File: src/rtl/wb_rr_arbiter.sv
// Two-master round-robin arbiter in front of a single Wishbone slave port.
// Registered grant, combinational request/response muxing, and a stall watchdog.
module wb_rr_arbiter #(
  parameter int          DATA_WIDTH     = 16,
  parameter int          ADDR_WIDTH     = 16,
  parameter int unsigned TIMEOUT_CYCLES = 255
) (
  input  logic                  clk,
  input  logic                  rst,
  // master 0 (host-bus bridge)
  input  logic                  m0_cyc_i,
  input  logic                  m0_stb_i,
  input  logic                  m0_we_i,
  input  logic [ADDR_WIDTH-1:0] m0_addr_i,
  input  logic [DATA_WIDTH-1:0] m0_wr_data_i,
  output logic                  m0_ack_o,
  output logic                  m0_err_o,
  output logic [DATA_WIDTH-1:0] m0_rd_data_o,
  // master 1 (on-chip master)
  input  logic                  m1_cyc_i,
  input  logic                  m1_stb_i,
  input  logic                  m1_we_i,
  input  logic [ADDR_WIDTH-1:0] m1_addr_i,
  input  logic [DATA_WIDTH-1:0] m1_wr_data_i,
  output logic                  m1_ack_o,
  output logic                  m1_err_o,
  output logic [DATA_WIDTH-1:0] m1_rd_data_o,
  // shared slave port
  output logic                  s_cyc_o,
  output logic                  s_stb_o,
  output logic                  s_we_o,
  output logic [ADDR_WIDTH-1:0] s_addr_o,
  output logic [DATA_WIDTH-1:0] s_wr_data_o,
  input  logic [DATA_WIDTH-1:0] s_rd_data_i,
  input  logic                  s_ack_i,
  // status / debug
  output logic [1:0]            grant_o,
  output logic                  busy_o,
  output logic [1:0]            state_o
);

  // Handshake: a beat is offered while cyc&stb are high and completes on the
  // cycle ack is high (ack is the ready); cyc held high locks the bus for the owner.

  typedef enum logic [1:0] {
    ST_IDLE   = 2'd0,
    ST_GRANT0 = 2'd1,
    ST_GRANT1 = 2'd2,
    ST_ABORT  = 2'd3
  } state_t;

  localparam int          TW       = 16;
  localparam bit          WD_EN    = (TIMEOUT_CYCLES != 0);
  localparam logic [TW-1:0] TMO_LAST = WD_EN ? TW'(TIMEOUT_CYCLES - 1) : '0;

  state_t        state_q, state_d;
  logic          last_owner_q, last_owner_d;
  logic [TW-1:0] timer_q, timer_d;

  logic own_cyc;
  logic own_stb;

  assign own_cyc = (state_q == ST_GRANT1) ? m1_cyc_i : m0_cyc_i;
  assign own_stb = (state_q == ST_GRANT1) ? m1_stb_i : m0_stb_i;

  // State register
  always_ff @(posedge clk) begin
    if (rst) begin
      state_q      <= ST_IDLE;
      last_owner_q <= 1'b1;
      timer_q      <= '0;
    end else begin
      state_q      <= state_d;
      last_owner_q <= last_owner_d;
      timer_q      <= timer_d;
    end
  end

  // Next-state logic
  always_comb begin
    state_d      = state_q;
    last_owner_d = last_owner_q;
    timer_d      = timer_q;
    unique case (state_q)
      ST_IDLE: begin
        timer_d = '0;
        if (m0_cyc_i && m1_cyc_i) begin
          // tie goes to whoever did not own the bus last
          if (last_owner_q) begin
            state_d      = ST_GRANT0;
            last_owner_d = 1'b0;
          end else begin
            state_d      = ST_GRANT1;
            last_owner_d = 1'b1;
          end
        end else if (m0_cyc_i) begin
          state_d      = ST_GRANT0;
          last_owner_d = 1'b0;
        end else if (m1_cyc_i) begin
          state_d      = ST_GRANT1;
          last_owner_d = 1'b1;
        end
      end
      ST_GRANT0, ST_GRANT1: begin
        if (!own_cyc) begin
          state_d = ST_IDLE;
          timer_d = '0;
        end else if (!own_stb || s_ack_i) begin
          timer_d = '0;
        end else if (WD_EN && (timer_q == TMO_LAST)) begin
          state_d = ST_ABORT;
          timer_d = '0;
        end else if (WD_EN) begin
          timer_d = timer_q + TW'(1);
        end
      end
      ST_ABORT: begin
        state_d = ST_IDLE;
        timer_d = '0;
      end
      default: begin
        state_d = ST_IDLE;
        timer_d = '0;
      end
    endcase
  end

  // Output logic; everything held low while reset is asserted
  always_comb begin
    s_cyc_o      = 1'b0;
    s_stb_o      = 1'b0;
    s_we_o       = 1'b0;
    s_addr_o     = '0;
    s_wr_data_o  = '0;
    m0_ack_o     = 1'b0;
    m0_err_o     = 1'b0;
    m0_rd_data_o = '0;
    m1_ack_o     = 1'b0;
    m1_err_o     = 1'b0;
    m1_rd_data_o = '0;
    grant_o      = 2'b00;
    busy_o       = 1'b0;
    state_o      = 2'b00;
    if (!rst) begin
      state_o = state_q;
      unique case (state_q)
        ST_GRANT0: begin
          grant_o      = 2'b01;
          busy_o       = 1'b1;
          s_cyc_o      = m0_cyc_i;
          s_stb_o      = m0_stb_i;
          s_we_o       = m0_we_i & m0_stb_i;
          s_addr_o     = m0_addr_i;
          s_wr_data_o  = m0_wr_data_i;
          m0_ack_o     = s_ack_i & m0_stb_i;
          m0_rd_data_o = s_rd_data_i;
        end
        ST_GRANT1: begin
          grant_o      = 2'b10;
          busy_o       = 1'b1;
          s_cyc_o      = m1_cyc_i;
          s_stb_o      = m1_stb_i;
          s_we_o       = m1_we_i & m1_stb_i;
          s_addr_o     = m1_addr_i;
          s_wr_data_o  = m1_wr_data_i;
          m1_ack_o     = s_ack_i & m1_stb_i;
          m1_rd_data_o = s_rd_data_i;
        end
        ST_ABORT: begin
          // last_owner_q still names the master whose access was aborted
          busy_o   = 1'b1;
          m0_err_o = ~last_owner_q;
          m1_err_o = last_owner_q;
        end
        default: begin
          busy_o = 1'b0;
        end
      endcase
    end
  end

endmodule

File: config.mk
export PLATFORM = sky130hd
export DESIGN_NAME = wb_rr_arbiter
export DESIGN_NICKNAME = d
export VERILOG_FILES = /design/src/rtl/wb_rr_arbiter.sv
export SDC_FILE = /design/constraint.sdc
export NUM_CORES = 1
export LEC_CHECK = 0
export CORE_ASPECT_RATIO = 0.7
export CORE_MARGIN = 2
export CORE_UTILIZATION = 31
export CTS_CLUSTER_DIAMETER = 40
export CTS_CLUSTER_SIZE = 12
export DETAILED_ROUTE_END_ITERATION = 10
export PLACE_DENSITY = 0.82
export SYNTH_ARGS = -nofsm -noshare
export SYNTH_HDL_FRONTEND = slang
export SYNTH_SLANG_ARGS = --single-unit
export TNS_END_PERCENT = 20
File: constraint.sdc
create_clock -name clk -period 2.5 [get_ports clk]
set_input_delay 0.25 -clock clk [delete_from_list [all_inputs] [get_ports clk]]
set_output_delay 0.25 -clock clk [all_outputs]
set_load 0.01 [all_outputs]
==> run summary <==
Vias post-DR = 2321
Die extent in y = 66.6 µm
Syn_nets = 337
GR Util met3 = 8.26%
Dpl cells = 467
P_int = 1.06 mW
Flops & latches, synth = 19
Max Slew Vio Count = 0
Grt peak-use layer = met2
DRT Pass-1 Iters = 4
Die X = 93.5 µm
CTS tree = yes
Worst flop-to-flop path endpoint = timer_q[15]
Arrival @ worst endpoint = 2.13 ns
Antenna violations before repair = 0
Starting density of the core = 32.7%
Initial DRC count = 123
Pin count of the biggest net entering global routing = 36
Vias in the first global route = 2279
Final std cells w/o fill = 471
Crit path required time = 2.25 ns
Core ar. = 5310 µm²
EDFF count, synth = 0
Num Clock Sinks = 19
Switching part of the total = 39.1%
Hold path start = timer_q[0]
Hold_buf cts = 0
Register area share after synthesis = 21.9%
Register-to-Register Setup Slack = 0.45 ns
Setup Fix Bufs, Post-CTS = 0
# rows = 22
Clock-pin slew on the worst setup and hold paths = 0.07 ns
Met1 GRT Util = 24.8%
Kind of critical path = flip-flop to output pin
Hold crit path type = flip-flop to flip-flop
Die area = 6230 µm²
Total chip power = 1.74 mW
Residual DRC = 0
Synth cell types = 39
Skew-Pair Late Insertion Delay = 0.26 ns
Num CTS Buffers = 3
Combinational share of power = 68.1%
H-tree depth = 1
Yosys warnings = 0
Crit path max fanout = 18
Tcrit/Tclk final = 95.3%
Psw = 681 µW
Share of layout cells above drive strength 1 = 4.01%
Power per Cell Area = 493 nW/µm²
Post-cts repair resize count = 1
Final #Nets = 497
Worst hold stages = 1
Startpoint type of the worst setup path = flip-flop
Asr flop ratio synth = 0%
Antenna cell count = 0
Cells after Synth = 240
Worst-Margin Slew = 0.636 ns
Crit. End Element = output pin
Global placer's final weighted congestion = 0.786
R2R depth = 6
Max-slew headroom = 57.5%
Vias/cell = 4.93
F_max = 420 MHz
Worst VDD drop = 374 µV
Clock Path Buffers = 2
First-pass GRT wire length = 11100 µm
GRT Util Overall = 22.2%
Unrepaired setup endpoints after global routing = yes
Post-Route WL = 6980 µm
Syn Std Cell Area = 1740 µm²
Clock power share = 12.4%
Area grow syn2layout = 103%
Post-route setup slack = 0.118 ns
Port-buffer cells = 164
Fin crit period = 2.38 ns
R2R Path Start = state_q[0]
Post-place setup slack = 0.284 ns
Syn_area_per_cell = 7.24 µm²
Clock skew = 0.00196 ns
Leakage = 1.24 nW
Fin. Hold Viols = 0
Remaining global-route overflow = 0
Seq pwr share = 19.5%
Average wire per standard cell = 14.8 µm
Top-Level Pins = 165
Total of max-cap violations = 0
Hpwl dp = 5590 µm
CTS root buf = clkbuf_8
Hold WS = 0.481 ns
DRT antenna net count = 0
Ys flop type = dfxtp_1
Setup violations, final = 0
GR Util met2 = 39.4%
Hold Path Sink = timer_q[0]
Status = complete, no violations
[layout by cell type (no fill, tap or decap), types with 2 or more instances in the layout]
cell,count
nor2_1,54
nor2b_1,4
mux2i_1,3
a22oi_1,34
inv_1,7
and2_1,32
ha_1,7
buf_12,2
clkbuf_8,3
nor4_1,2
nand4_1,3
buf_4,4
xor2_1,6
dfxtp_1,19
nand3_1,6
and3_1,5
a21oi_1,4
xnor2_1,5
nand2_1,9
clkdlybuf4s50_1,164
nor3_1,4
[through the flow]
step / utilization [%] / area [µm²] / TNS [ns]
after floorplan: - / 1740 / 0
after global routing: 66.4 / 3530 / -0.0115
after CTS: 66.4 / 3530 / 0
final: 66.4 / 3530 / 0
after global placement: 65.5 / 3480 / 0
after detailed placement: 65.5 / 3480 / 0
[layer usage]
| layer | part of all wire (%) | vias up |
|---|---|---|
| met4 | 2.5 | 0 |
| met5 | 0 | - |
| met3 | 9.8 | 17 |
| li1 | - | 1157 |
| met2 | 47 | 111 |
| met1 | 40 | 1036 |
[worst max-delay path by stage]
stage,start,endpoint,slack [ns],cells after the start
finish,state_q[0],m1_ack_o,0.12,6
global route,state_q[0],m1_ack_o,-0.01,6
CTS,state_q[1],s_we_o,0.09,6
detailed placement,state_q[0],m1_ack_o,0.28,6
global placement,state_q[0],m1_ack_o,0.37,6
floorplan,state_q[0],state_q[0],0.64,7
[cells in the mapped netlist (2+ instances only)]
| cell | n | area share, % |
|---|---|---|
| buf_4 | 2 | 0.86 |
| nand4_1 | 3 | 1.1 |
| clkbuf_1 | 13 | 2.8 |
| xor2_1 | 6 | 3.0 |
| nand2_1 | 9 | 1.9 |
| nor3_1 | 4 | 1.2 |
| mux2i_1 | 3 | 1.7 |
| nor2_1 | 54 | 12 |
| nand3_1 | 6 | 1.7 |
| and2_1 | 32 | 12 |
| and3_1 | 5 | 1.8 |
| a21oi_1 | 4 | 1.2 |
| inv_1 | 7 | 1.5 |
| a22oi_1 | 34 | 15 |
| nor2b_1 | 4 | 1.4 |
| xnor2_1 | 5 | 2.5 |
| dfxtp_1 | 19 | 22 |
| ha_1 | 8 | 5.8 |
| nor4_1 | 2 | 0.72 |
[final cells by class]
cell class / count / area [µm²]
repair buffers: 171 / 1720
flip-flops and latches: 19 / 380
fillers: 440 / 1780
multi-input cells: 198 / 1260
inverters: 7 / 26.3
well taps: 72 / 90.1
clock buffers: 4 / 45.0
[sequential cells by signal, indices dropped and copies added, names as in the netlist]
| register | flops |
|---|---|
| timer_q | 16 |
| state_q | 2 |
| last_owner_q | 1 |
[kinds of logic after synthesis]
kind of cell / count (synthesis) / share of synthesized area, %
adders and majority gates: 8 / 5.76
DFF: 19 / 21.9
buffers and inverters: 23 / 5.47
and+or+nand+nor: 128 / 38.3
xor gates and xnor gates: 11 / 5.54
AOI/OAI and AO/OA: 46 / 20.0
muxes: 5 / 3.02
[worst max-delay path, stage by stage, from the launching register on]
cell             delay (ns)
dfxtp_1                0.34
inv_1                  0.12
ha_2                   0.32
nor2b_1                0.16
buf_4                  0.20
and3_1                 0.18
clkdlybuf4s50_1        0.54
[power by group through the flow]
stage	registers [mW]	clock network, mW	logic, mW
finish	0.340	0.216	1.19
global route	0.344	0.240	1.29
CTS	0.340	0.223	1.19
detailed placement	0.347	0	1.18
global placement	0.345	0	1.17
floorplan	0.342	0	0.614
No activity file was read; power rests on OpenSTA's default activity.
